<file path="config.mk">
export PLATFORM = sky130hd
export DESIGN_NAME = alu_ctrl_mc_flat
export DESIGN_NICKNAME = d
export VERILOG_FILES = /design/src/rtl/alu_ctrl_mc_if.sv /design/src/rtl/alu_ctrl_mc.sv /design/src/flat_wrapper.sv
export SDC_FILE = /design/constraint.sdc
export NUM_CORES = 1
export LEC_CHECK = 0
export ABC_AREA = 1
export ABC_CLOCK_PERIOD_IN_PS = 1600
export BUFFER_PORTS_ARGS = -buffer_cell sky130_fd_sc_hd__buf_2
export CAP_MARGIN = 30
export CORE_MARGIN = 1
export CORE_UTILIZATION = 40
export DETAILED_ROUTE_END_ITERATION = 7
export PLACE_DENSITY = 0.66
export SYNTH_ARGS = -nofsm -noshare
export SYNTH_HDL_FRONTEND = slang
export SYNTH_SLANG_ARGS = --single-unit
</file>
<file path="constraint.sdc">
create_clock -name clk_i -period 1.6 [get_ports clk_i]
set_input_delay 0.16 -clock clk_i [delete_from_list [all_inputs] [get_ports clk_i]]
set_output_delay 0.16 -clock clk_i [all_outputs]
set_load 0.02 [all_outputs]
</file>
<file path="src/rtl/alu_ctrl_mc_if.sv">
// alu_ctrl_mc_if: request/response bundle between the Decoder-side master
// and the ALU controller. Signal names keep the datapath's _i/_o suffixes
// as seen from the controller.
interface alu_ctrl_mc_if #(
  parameter int CTRL_W = 4
);
  logic              valid_i;
  logic              ready_o;
  logic [5:0]        funct_i;
  logic [2:0]        ALUOp_i;
  logic              flush_i;
  logic              valid_o;
  logic [CTRL_W-1:0] ALUCtrl_o;
  logic              illegal_o;
  logic              mdu_start_o;
  logic              stall_o;
  logic              done_o;

  modport slave (
    input  valid_i, funct_i, ALUOp_i, flush_i,
    output ready_o, valid_o, ALUCtrl_o, illegal_o, mdu_start_o, stall_o, done_o
  );

  modport master (
    output valid_i, funct_i, ALUOp_i, flush_i,
    input  ready_o, valid_o, ALUCtrl_o, illegal_o, mdu_start_o, stall_o, done_o
  );
endinterface

</file>
<file path="src/rtl/alu_ctrl_mc.sv">
// alu_ctrl_mc: registered ALU control decode plus an IDLE/BUSY sequencer for
// multi-cycle multiply/divide. Optional feature macro: ALU_CTRL_MDU_EN.
// Without it, mult/multu/div/divu decode as illegal, so the sequencer never
// leaves IDLE and stall/mdu_start/done stay 0.
module alu_ctrl_mc #(
  parameter int CTRL_W     = 4,
  parameter int MUL_CYCLES = 4,
  parameter int DIV_CYCLES = 32
) (
  input  logic         clk_i,
  input  logic         rst_i,
  alu_ctrl_mc_if.slave bus
);
  localparam logic [7:0] MUL_LD = 8'(MUL_CYCLES - 1);
  localparam logic [7:0] DIV_LD = 8'(DIV_CYCLES - 1);

  typedef enum logic {IDLE, BUSY} state_t;

  state_t      state, state_n;
  logic [7:0]  cnt, cnt_n;
  logic [3:0]  code;
  logic        is_ill, is_mdu, is_div;
  logic        accept;
  logic [1:0]  vld_pipe;
  logic [3:0]  ctrl_q;
  logic        ill_q, start_q;

  assign accept      = bus.valid_i && (state == IDLE);
  assign vld_pipe[0] = accept;

  // Decode ALUOp/funct; unknown R-type functs map to 1111 so no X escapes.
  always_comb begin
    code   = 4'b1111;
    is_ill = 1'b0;
    is_mdu = 1'b0;
    is_div = 1'b0;
    case (bus.ALUOp_i)
      3'b000: code = 4'b1010;
      3'b001: code = 4'b0110;
      3'b010: begin
        case (bus.funct_i)
          6'b100000: code = 4'b0010;
          6'b100010: code = 4'b0110;
          6'b100100: code = 4'b0000;
          6'b100101: code = 4'b0001;
          6'b101010: code = 4'b0111;
          6'b000011: code = 4'b1000;
          6'b000111: code = 4'b1001;
`ifdef ALU_CTRL_MDU_EN
          6'b011000: begin code = 4'b1011; is_mdu = 1'b1; end
          6'b011001: begin code = 4'b1100; is_mdu = 1'b1; end
          6'b011010: begin code = 4'b1101; is_mdu = 1'b1; is_div = 1'b1; end
          6'b011011: begin code = 4'b1110; is_mdu = 1'b1; is_div = 1'b1; end
`endif
          default: begin code = 4'b1111; is_ill = 1'b1; end
        endcase
      end
      3'b011: code = 4'b0010;
      3'b100: code = 4'b0111;
      3'b101: code = 4'b0011;
      3'b110: code = 4'b0001;
      default: code = 4'b0000;
    endcase
  end

  // Output register: control code held until the next accept, flags pulse.
  always_ff @(posedge clk_i or posedge rst_i) begin
    if (rst_i) begin
      vld_pipe[1] <= 1'b0;
      ctrl_q      <= 4'b0000;
      ill_q       <= 1'b0;
      start_q     <= 1'b0;
    end else begin
      vld_pipe[1] <= vld_pipe[0];
      ill_q       <= accept && is_ill;
      start_q     <= accept && is_mdu;
      if (accept) ctrl_q <= code;
    end
  end

  // State and busy counter registers.
  always_ff @(posedge clk_i or posedge rst_i) begin
    if (rst_i) begin
      state <= IDLE;
      cnt   <= 8'd0;
    end else begin
      state <= state_n;
      cnt   <= cnt_n;
    end
  end

  // Next state: flush beats the terminal count so an aborted op never reports done.
  always_comb begin
    state_n = state;
    cnt_n   = cnt;
    case (state)
      IDLE: begin
        if (accept && is_mdu) begin
          state_n = BUSY;
          cnt_n   = is_div ? DIV_LD : MUL_LD;
        end
      end
      BUSY: begin
        if (bus.flush_i) begin
          state_n = IDLE;
          cnt_n   = 8'd0;
        end else if (cnt == 8'd0) begin
          state_n = IDLE;
        end else begin
          cnt_n = cnt - 8'd1;
        end
      end
      default: begin
        state_n = IDLE;
        cnt_n   = 8'd0;
      end
    endcase
  end

  assign bus.ready_o     = (state == IDLE);
  assign bus.stall_o     = (state == BUSY);
  assign bus.done_o      = (state == BUSY) && (cnt == 8'd0) && !bus.flush_i;
  assign bus.valid_o     = vld_pipe[1];
  assign bus.ALUCtrl_o   = CTRL_W'(ctrl_q);
  assign bus.illegal_o   = ill_q;
  assign bus.mdu_start_o = start_q;
endmodule

</file>
<file path="src/flat_wrapper.sv">
// flat-port wrapper written by rule: the top's interface ports become plain ports
module alu_ctrl_mc_flat 
#(
  parameter int CTRL_W     = 4,
  parameter int MUL_CYCLES = 4,
  parameter int DIV_CYCLES = 32
)
  (clk_i, rst_i, bus_valid_i, bus_funct_i, bus_ALUOp_i, bus_flush_i, bus_ready_o, bus_valid_o, bus_ALUCtrl_o, bus_illegal_o, bus_mdu_start_o, bus_stall_o, bus_done_o);
  alu_ctrl_mc_if #(.CTRL_W(CTRL_W)) bus_i ();
  input  logic clk_i;
  input  logic rst_i;
  input wire logic [$bits(bus_i.valid_i)-1:0] bus_valid_i;
  input wire logic [$bits(bus_i.funct_i)-1:0] bus_funct_i;
  input wire logic [$bits(bus_i.ALUOp_i)-1:0] bus_ALUOp_i;
  input wire logic [$bits(bus_i.flush_i)-1:0] bus_flush_i;
  output wire logic [$bits(bus_i.ready_o)-1:0] bus_ready_o;
  output wire logic [$bits(bus_i.valid_o)-1:0] bus_valid_o;
  output wire logic [$bits(bus_i.ALUCtrl_o)-1:0] bus_ALUCtrl_o;
  output wire logic [$bits(bus_i.illegal_o)-1:0] bus_illegal_o;
  output wire logic [$bits(bus_i.mdu_start_o)-1:0] bus_mdu_start_o;
  output wire logic [$bits(bus_i.stall_o)-1:0] bus_stall_o;
  output wire logic [$bits(bus_i.done_o)-1:0] bus_done_o;
  assign bus_i.valid_i = bus_valid_i;
  assign bus_i.funct_i = bus_funct_i;
  assign bus_i.ALUOp_i = bus_ALUOp_i;
  assign bus_i.flush_i = bus_flush_i;
  assign bus_ready_o = bus_i.ready_o;
  assign bus_valid_o = bus_i.valid_o;
  assign bus_ALUCtrl_o = bus_i.ALUCtrl_o;
  assign bus_illegal_o = bus_i.illegal_o;
  assign bus_mdu_start_o = bus_i.mdu_start_o;
  assign bus_stall_o = bus_i.stall_o;
  assign bus_done_o = bus_i.done_o;
  alu_ctrl_mc #(.CTRL_W(CTRL_W), .MUL_CYCLES(MUL_CYCLES), .DIV_CYCLES(DIV_CYCLES)) u_core (.clk_i(clk_i), .rst_i(rst_i), .bus(bus_i));
endmodule
</file>
==> results.json, run 1 <==
{
  "crit_start": "u_core.cnt[2]$_DFFE_PP0P_",
  "area_growth_syn_to_layout_pct": 29.11,
  "fmax_mhz": 633.6,
  "total_leakage_power_uw": 0.0006239,
  "cp.required_ps": 1440,
  "hold_slack_ps": 115.5,
  "clock_path_buffers": 2,
  "min_path_type": "primary input to register",
  "synth_seq_cells": 15,
  "tritoncts": "built",
  "ys_seq_area_share_pct": 40.43,
  "cp.arrival_ps": 1420,
  "tns_ps": 0,
  "routed_wl_mm": 2.003,
  "report.final.slew_viol_count": 0,
  "power.share.combinational_pct": 29.4,
  "synth_top_family_by_area": "simple AND/OR/NAND/NOR gates",
  "overflow": 0,
  "swShare_pct": 32.33,
  "dr_total_vias": 882,
  "cp-end-kind": "output pin",
  "finalSetupViolCount": 0,
  "worstMarginPinSlew_ps": 554.1,
  "switchingPower_uw": 297.3,
  "final_cell_count_no_fill": 187,
  "path_clk_slew_ps": 80,
  "grt_max_degree": 16,
  "antenna_found_initial": 0,
  "diodes": 0,
  "die_width_um": 50.18,
  "ios": 23,
  "first_pass_iters": 4,
  "synth_cell_type_count": 25,
  "syn_nets": 140,
  "holdPathStages": 2,
  "drcViolationCount": 0,
  "drt_iter0_drc": 11,
  "rows": 17,
  "worstSetupStartpointType": "register",
  "portBuffers": 21,
  "rr_worst_depth": 8,
  "p_per_area_nw_per_um2": 767.1,
  "pwr-share-seq_pct": 48.0,
  "min_period_ps": 1578,
  "grt_usage_pct": 17.20,
  "yosys.area_share.simple_pct": 38.68,
  "fin_crit_sh_pct": 98.64,
  "grt_setup_unrepaired": "true",
  "fp.dieH_um": 50.18,
  "synth_area_um2": 928.4,
  "setup_ws_ps": 21.80,
  "synth-adder-area-share_pct": 1.348,
  "dp_slack_ps": 158.0,
  "intPower_uw": 622.2,
  "synth_xor_area_share_pct": 4.717,
  "synth.area.mux_share_pct": 0,
  "reg2reg_from": "u_core.cnt[2]$_DFFE_PP0P_",
  "syn_inst": 126,
  "slew_headroom_pct": 63.02,
  "core_area_um2": 2191,
  "finClkSkew_ps": 5.687,
  "syn_area_per_cell_um2": 7.368,
  "drive_gt1_share_pct": 35.22,
  "drv_cap": 0,
  "hold_viol_final": 0,
  "min-delay-start": "bus_ALUOp_i[2]",
  "ys.warnings.count": 0,
  "fin_util_pct": 54.71,
  "worstSkewPairLatency_ps": 280,
  "dp_hpwl_mm": 1.441,
  "path_class": "register to output pin",
  "die-area_um2": 2518,
  "synth-compound-area-share_pct": 4.852,
  "nets": 174,
  "grt_pass1_vias": 808,
  "cp_max_fo": 3,
  "ant_nets": 0,
  "cts_root_buffer": "clkbuf_4",
  "cts.sinks": 15,
  "grt_pass1_wl_mm": 3.256,
  "cts_made_buffers": 3,
  "htreeDepth": 1,
  "dpl.cell_count": 174,
  "status": "finished clean",
  "gp_congestion": 0.7560,
  "max-vdd-ir-drop_mv": 0.4427,
  "initial_core_util_pct": 42.38,
  "avgRoutedWirePerCell_um": 10.71,
  "viasPerCell": 4.717,
  "p_clk_share_pct": 22.6
}
==> placed cells by master, fill, tap and decap left out, drive strengths merged <==
cell type | netlist | layout
a21oi | 1 | 1
buf | 1 | 29
clkbuf | 0 | 3
clkinv | 2 | 3
conb | 1 | 1
dfrtp | 15 | 15
dlygate4sd3 | 0 | 1
ha | 1 | 1
inv | 19 | 19
nand2 | 34 | 34
nand3 | 13 | 13
nand3b | 1 | 1
nand4 | 2 | 2
nor2 | 18 | 18
nor3 | 3 | 3
nor4 | 1 | 1
o21ai | 8 | 8
or2 | 1 | 1
xor2 | 5 | 5
==> cell type report <==
| type | instances | area [µm²] |
|---|---|---|
| flip-flops and latches | 15 | 375.4 |
| fillers | 203 | 992.2 |
| clock inverters | 1 | 5.005 |
| repair buffers | 30 | 177.7 |
| clock buffers | 3 | 22.52 |
| inverters | 21 | 81.33 |
| well taps | 28 | 35.03 |
| multi-input cells | 89 | 501.7 |
==> through the flow <==
step / total power, µW / cell area [µm²]
final: 919.5 / 1199
after CTS: 908.2 / 1161
after floorplan: 592.1 / 928.4
after global placement: 646.9 / 1061
after detailed placement: 653.4 / 1061
after global routing: 980.5 / 1199
==> logic make-up after synthesis <==
family	count (synthesis)
AOI/OAI and AO/OA	9
xor gates and xnor gates	5
adders and majority gates	1
buffers and inverters	22
DFF	15
other	1
and+or+nand+nor	73
==> critical path, stage by stage (launching register included) <==
cell     delay [ps]
dfrtp_1         420
nor2_2          180
nand2_4          80
nor2_4          110
nand3_4          90
nor3_2          110
buf_4           160
==> layer usage <==
layer  GRT usage, %  wire [µm]
met1          20.19        826
met5              0          0
met2          30.67       1124
met3          3.636         52
met4          5.714          0
==> sequential cells by signal (all words and copies together) (netlist names) <==
name and count:
u_core.bus.ALUCtrl_o 4, u_core.cnt 8, u_core.bus.illegal_o 1, u_core.bus.stall_o 1, u_core.bus.valid_o 1
==> synth_stat cells, drive strengths merged <==
cell type	count	area share (%)
nand2	34	14
inv	19	7.7
nor2	18	9.4
dfrtp	15	40
nand3	13	8.1
o21ai	8	4.3
xor2	5	4.7
nor3	3	3.4
clkinv	2	1.1
nand4	2	1.3
a21oi	1	0.54
buf	1	0.81
conb	1	0.40
ha	1	1.3
nand3b	1	0.81
nor4	1	0.67
or2	1	0.67
==> path summary, 6_finish.rpt <==
kind / to / slack, ps
max in group asynchronous: u_core.cnt[2]$_DFFE_PP0P_ / 730
min in group asynchronous: u_core.bus.ALUCtrl_o[0]$_DFFE_PP0P_ / 500
max reg2reg: u_core.cnt[6]$_DFFE_PP0P_ / 200
max: bus_done_o / 20
min reg2reg: u_core.bus.ALUCtrl_o[2]$_DFFE_PP0P_ / 490
min: u_core.bus.illegal_o$_DFF_PP0_ / 120
==> power by group through the flow <==
stage | clock network [µW] | registers (µW) | logic [µW]
2_1_floorplan | 0 | 459 | 133
3_3_place_gp | 0 | 446 | 201
3_5_place_dp | 0 | 447 | 206
4_1_cts | 219 | 441 | 248
5_1_grt | 238 | 445 | 298
6_report | 208 | 442 | 270
==> repair_timing <==
item,4_1_cts,5_1_grt
setup endpoints to repair,1,1
endpoints found under the hold margin,15,0
setup buffers,5,3
hold buffers,1,0
resized for setup,5,4
pin swaps,3,4
Power figures use the tool's default switching activity.
==> run 2, diff against run 1 <==
--- a/config.mk
+++ b/config.mk
@@ -9,10 +9,11 @@
 export ABC_CLOCK_PERIOD_IN_PS = 1600
 export BUFFER_PORTS_ARGS = -buffer_cell sky130_fd_sc_hd__buf_2
 export CAP_MARGIN = 30
-export CORE_MARGIN = 1
+export CORE_MARGIN = 4
 export CORE_UTILIZATION = 40
 export DETAILED_ROUTE_END_ITERATION = 7
 export PLACE_DENSITY = 0.66
+export RECOVER_POWER = 25
 export SYNTH_ARGS = -nofsm -noshare
 export SYNTH_HDL_FRONTEND = slang
 export SYNTH_SLANG_ARGS = --single-unit
==> run 2 against run 1 <==
  * The flow now finishes with violations (negative setup slack)
  * Non-clock buffer count is 1 lower
  * Fmax is 2.0% lower
  * Final cell count down 0.53%
  * Largest cell class unchanged
==> results.json, run 2 (synthesis results as in run 1) <==
{
  "grt_setup_unrepaired": "true",
  "min_path_type": "primary input to register",
  "dr_total_vias": 878,
  "largest_register_ffs": 8,
  "worstSkewPairLatency_ps": 280,
  "rows": 17,
  "grt_max_degree": 16,
  "drcViolationCount": 0,
  "first_pass_iters": 4,
  "cts.sinks": 15,
  "grt_pass1_vias": 869,
  "hold_viol_final": 0,
  "nets": 173,
  "p_per_area_nw_per_um2": 770.1,
  "finalSetupViolCount": 1,
  "viasPerCell": 4.720,
  "grt_pass1_wl_mm": 3.525,
  "cp-end-kind": "output pin",
  "clock_path_buffers": 2,
  "htreeDepth": 1,
  "portBuffers": 21,
  "path_class": "register to output pin",
  "worstMarginPinSlew_ps": 541.8,
  "drv_cap": 0,
  "die-area_um2": 3156,
  "status": "complete, but fails checks",
  "fin_crit_sh_pct": 100.7,
  "hold_slack_ps": 114.0,
  "antenna_found_initial": 0,
  "layout_commonest_cell": "nand2_1",
  "core_area_um2": 2212,
  "max-vdd-ir-drop_mv": 0.3692,
  "cp.arrival_ps": 1450,
  "dpl_cell_area_um2": 1061,
  "tritoncts": "built",
  "finClkSkew_ps": 10.21,
  "initial_core_util_pct": 41.97,
  "drive_gt1_share_pct": 34.81,
  "gp_congestion": 0.7592,
  "avgRoutedWirePerCell_um": 10.98,
  "top_register": "u_core.cnt",
  "final_cell_count_no_fill": 186,
  "ios": 23,
  "grt_usage_pct": 14.28,
  "fin_area_um2": 1184,
  "mostFrequentLayoutCells": "32 x nand2_1, 20 x buf_2, 15 x dfrtp_1",
  "die_width_um": 56.18,
  "drt_iter0_drc": 7,
  "path_clk_slew_ps": 80,
  "ant_nets": 0,
  "tns_ps": -10.67,
  "total_leakage_power_uw": 0.0006178,
  "report.final.slew_viol_count": 0,
  "fp.dieH_um": 56.18,
  "slew_headroom_pct": 63.84,
  "cp_max_fo": 3,
  "cts_root_buffer": "clkbuf_4",
  "cp.required_ps": 1440,
  "min_period_ps": 1611,
  "area_growth_syn_to_layout_pct": 27.49,
  "total_power_uw": 911.5,
  "dpl.cell_count": 174,
  "overflow": 0,
  "fmax_mhz": 620.9,
  "diodes": 0,
  "worstSetupStartpointType": "register",
  "routed_wl_mm": 2.042,
  "setup_ws_ps": -10.67,
  "cts_made_buffers": 3,
  "dp_hpwl_mm": 1.585,
  "violations": "negative setup slack"
}
-- run 2: cell count changes in the layout (fill, tap and decap cells not counted), sizes merged --
cell,before,now
buf,29,28
-- run 2: timing repair --
item	4_1_cts	5_1_grt
resized for setup	6	2
hold buffers	1	0
endpoints found under the setup margin	1	5
cloned	0	0
setup buffers	4	3
pin swaps	2	5
endpoints found under the hold margin	15	0
-- run 2: worst paths after layout --
| path | to | slack (ps) | depth (start not counted) | from |
|---|---|---|---|---|
| worst max-delay path | bus_done_o | -10 | 6 | u_core.cnt[3]$_DFFE_PP0P_ |
| worst min-delay path | u_core.bus.illegal_o$_DFF_PP0_ | 110 | 2 | bus_ALUOp_i[2] |
| worst max register to register | u_core.cnt[3]$_DFFE_PP0P_ | 120 | 10 | u_core.cnt[0]$_DFFE_PP0P_ |
| worst min register to register | u_core.bus.ALUCtrl_o[3]$_DFFE_PP0P_ | 490 | 2 | u_core.bus.ALUCtrl_o[3]$_DFFE_PP0P_ |
| max in group asynchronous | u_core.cnt[4]$_DFFE_PP0P_ | 770 | 3 | rst_i |
| min in group asynchronous | u_core.bus.stall_o$_DFF_PP0_ | 470 | 3 | rst_i |
-- run 2: final cells by class --
| class | count | area, µm² |
|---|---|---|
| Clock buffer | 3 | 22.52 |
| Clock inverter | 1 | 5.005 |
| Fill cell | 235 | 1028 |
| Inverter | 21 | 81.33 |
| Multi-Input combinational cell | 89 | 494.2 |
| Sequential cell | 15 | 375.4 |
| Tap cell | 28 | 35.03 |
| Timing Repair Buffer | 29 | 170.2 |
-- run 2: report_power, final --
group          leakage [µW]  internal [µW]  switching [µW]  total [µW]
registers          0.000185            416            27.5         443
logic              0.000415            107             149         256
clock network     0.0000177           92.6             120         212
total              0.000618            615             296         912
-- run 2: through the flow --
step / util, % / setup slack (ps)
detailed placement: 47.96 / 128.1
global route: 53.51 / -70.53
floorplan: - / 67.24
CTS: 52.38 / -29.10
global placement: 47.96 / 202.8
finish: 53.51 / -10.67
-- run 2: per-layer routing --
metal / wire (µm) / up-vias / track usage [%]
li1: - / 455 / -
met1: 793 / 408 / 13.88
met2: 1164 / 13 / 28.21
met3: 56 / 2 / 3.016
met4: 27 / 0 / 6.102
met5: 0 / - / 0
-- run 2: worst max-delay path, cell delays in order (launching register included) --
cell     delay [ps]
dfrtp_1         430
nor2_2          180
nand2_4          80
nor2_4           90
nand3_2          90
nor3_2          160
buf_4           160
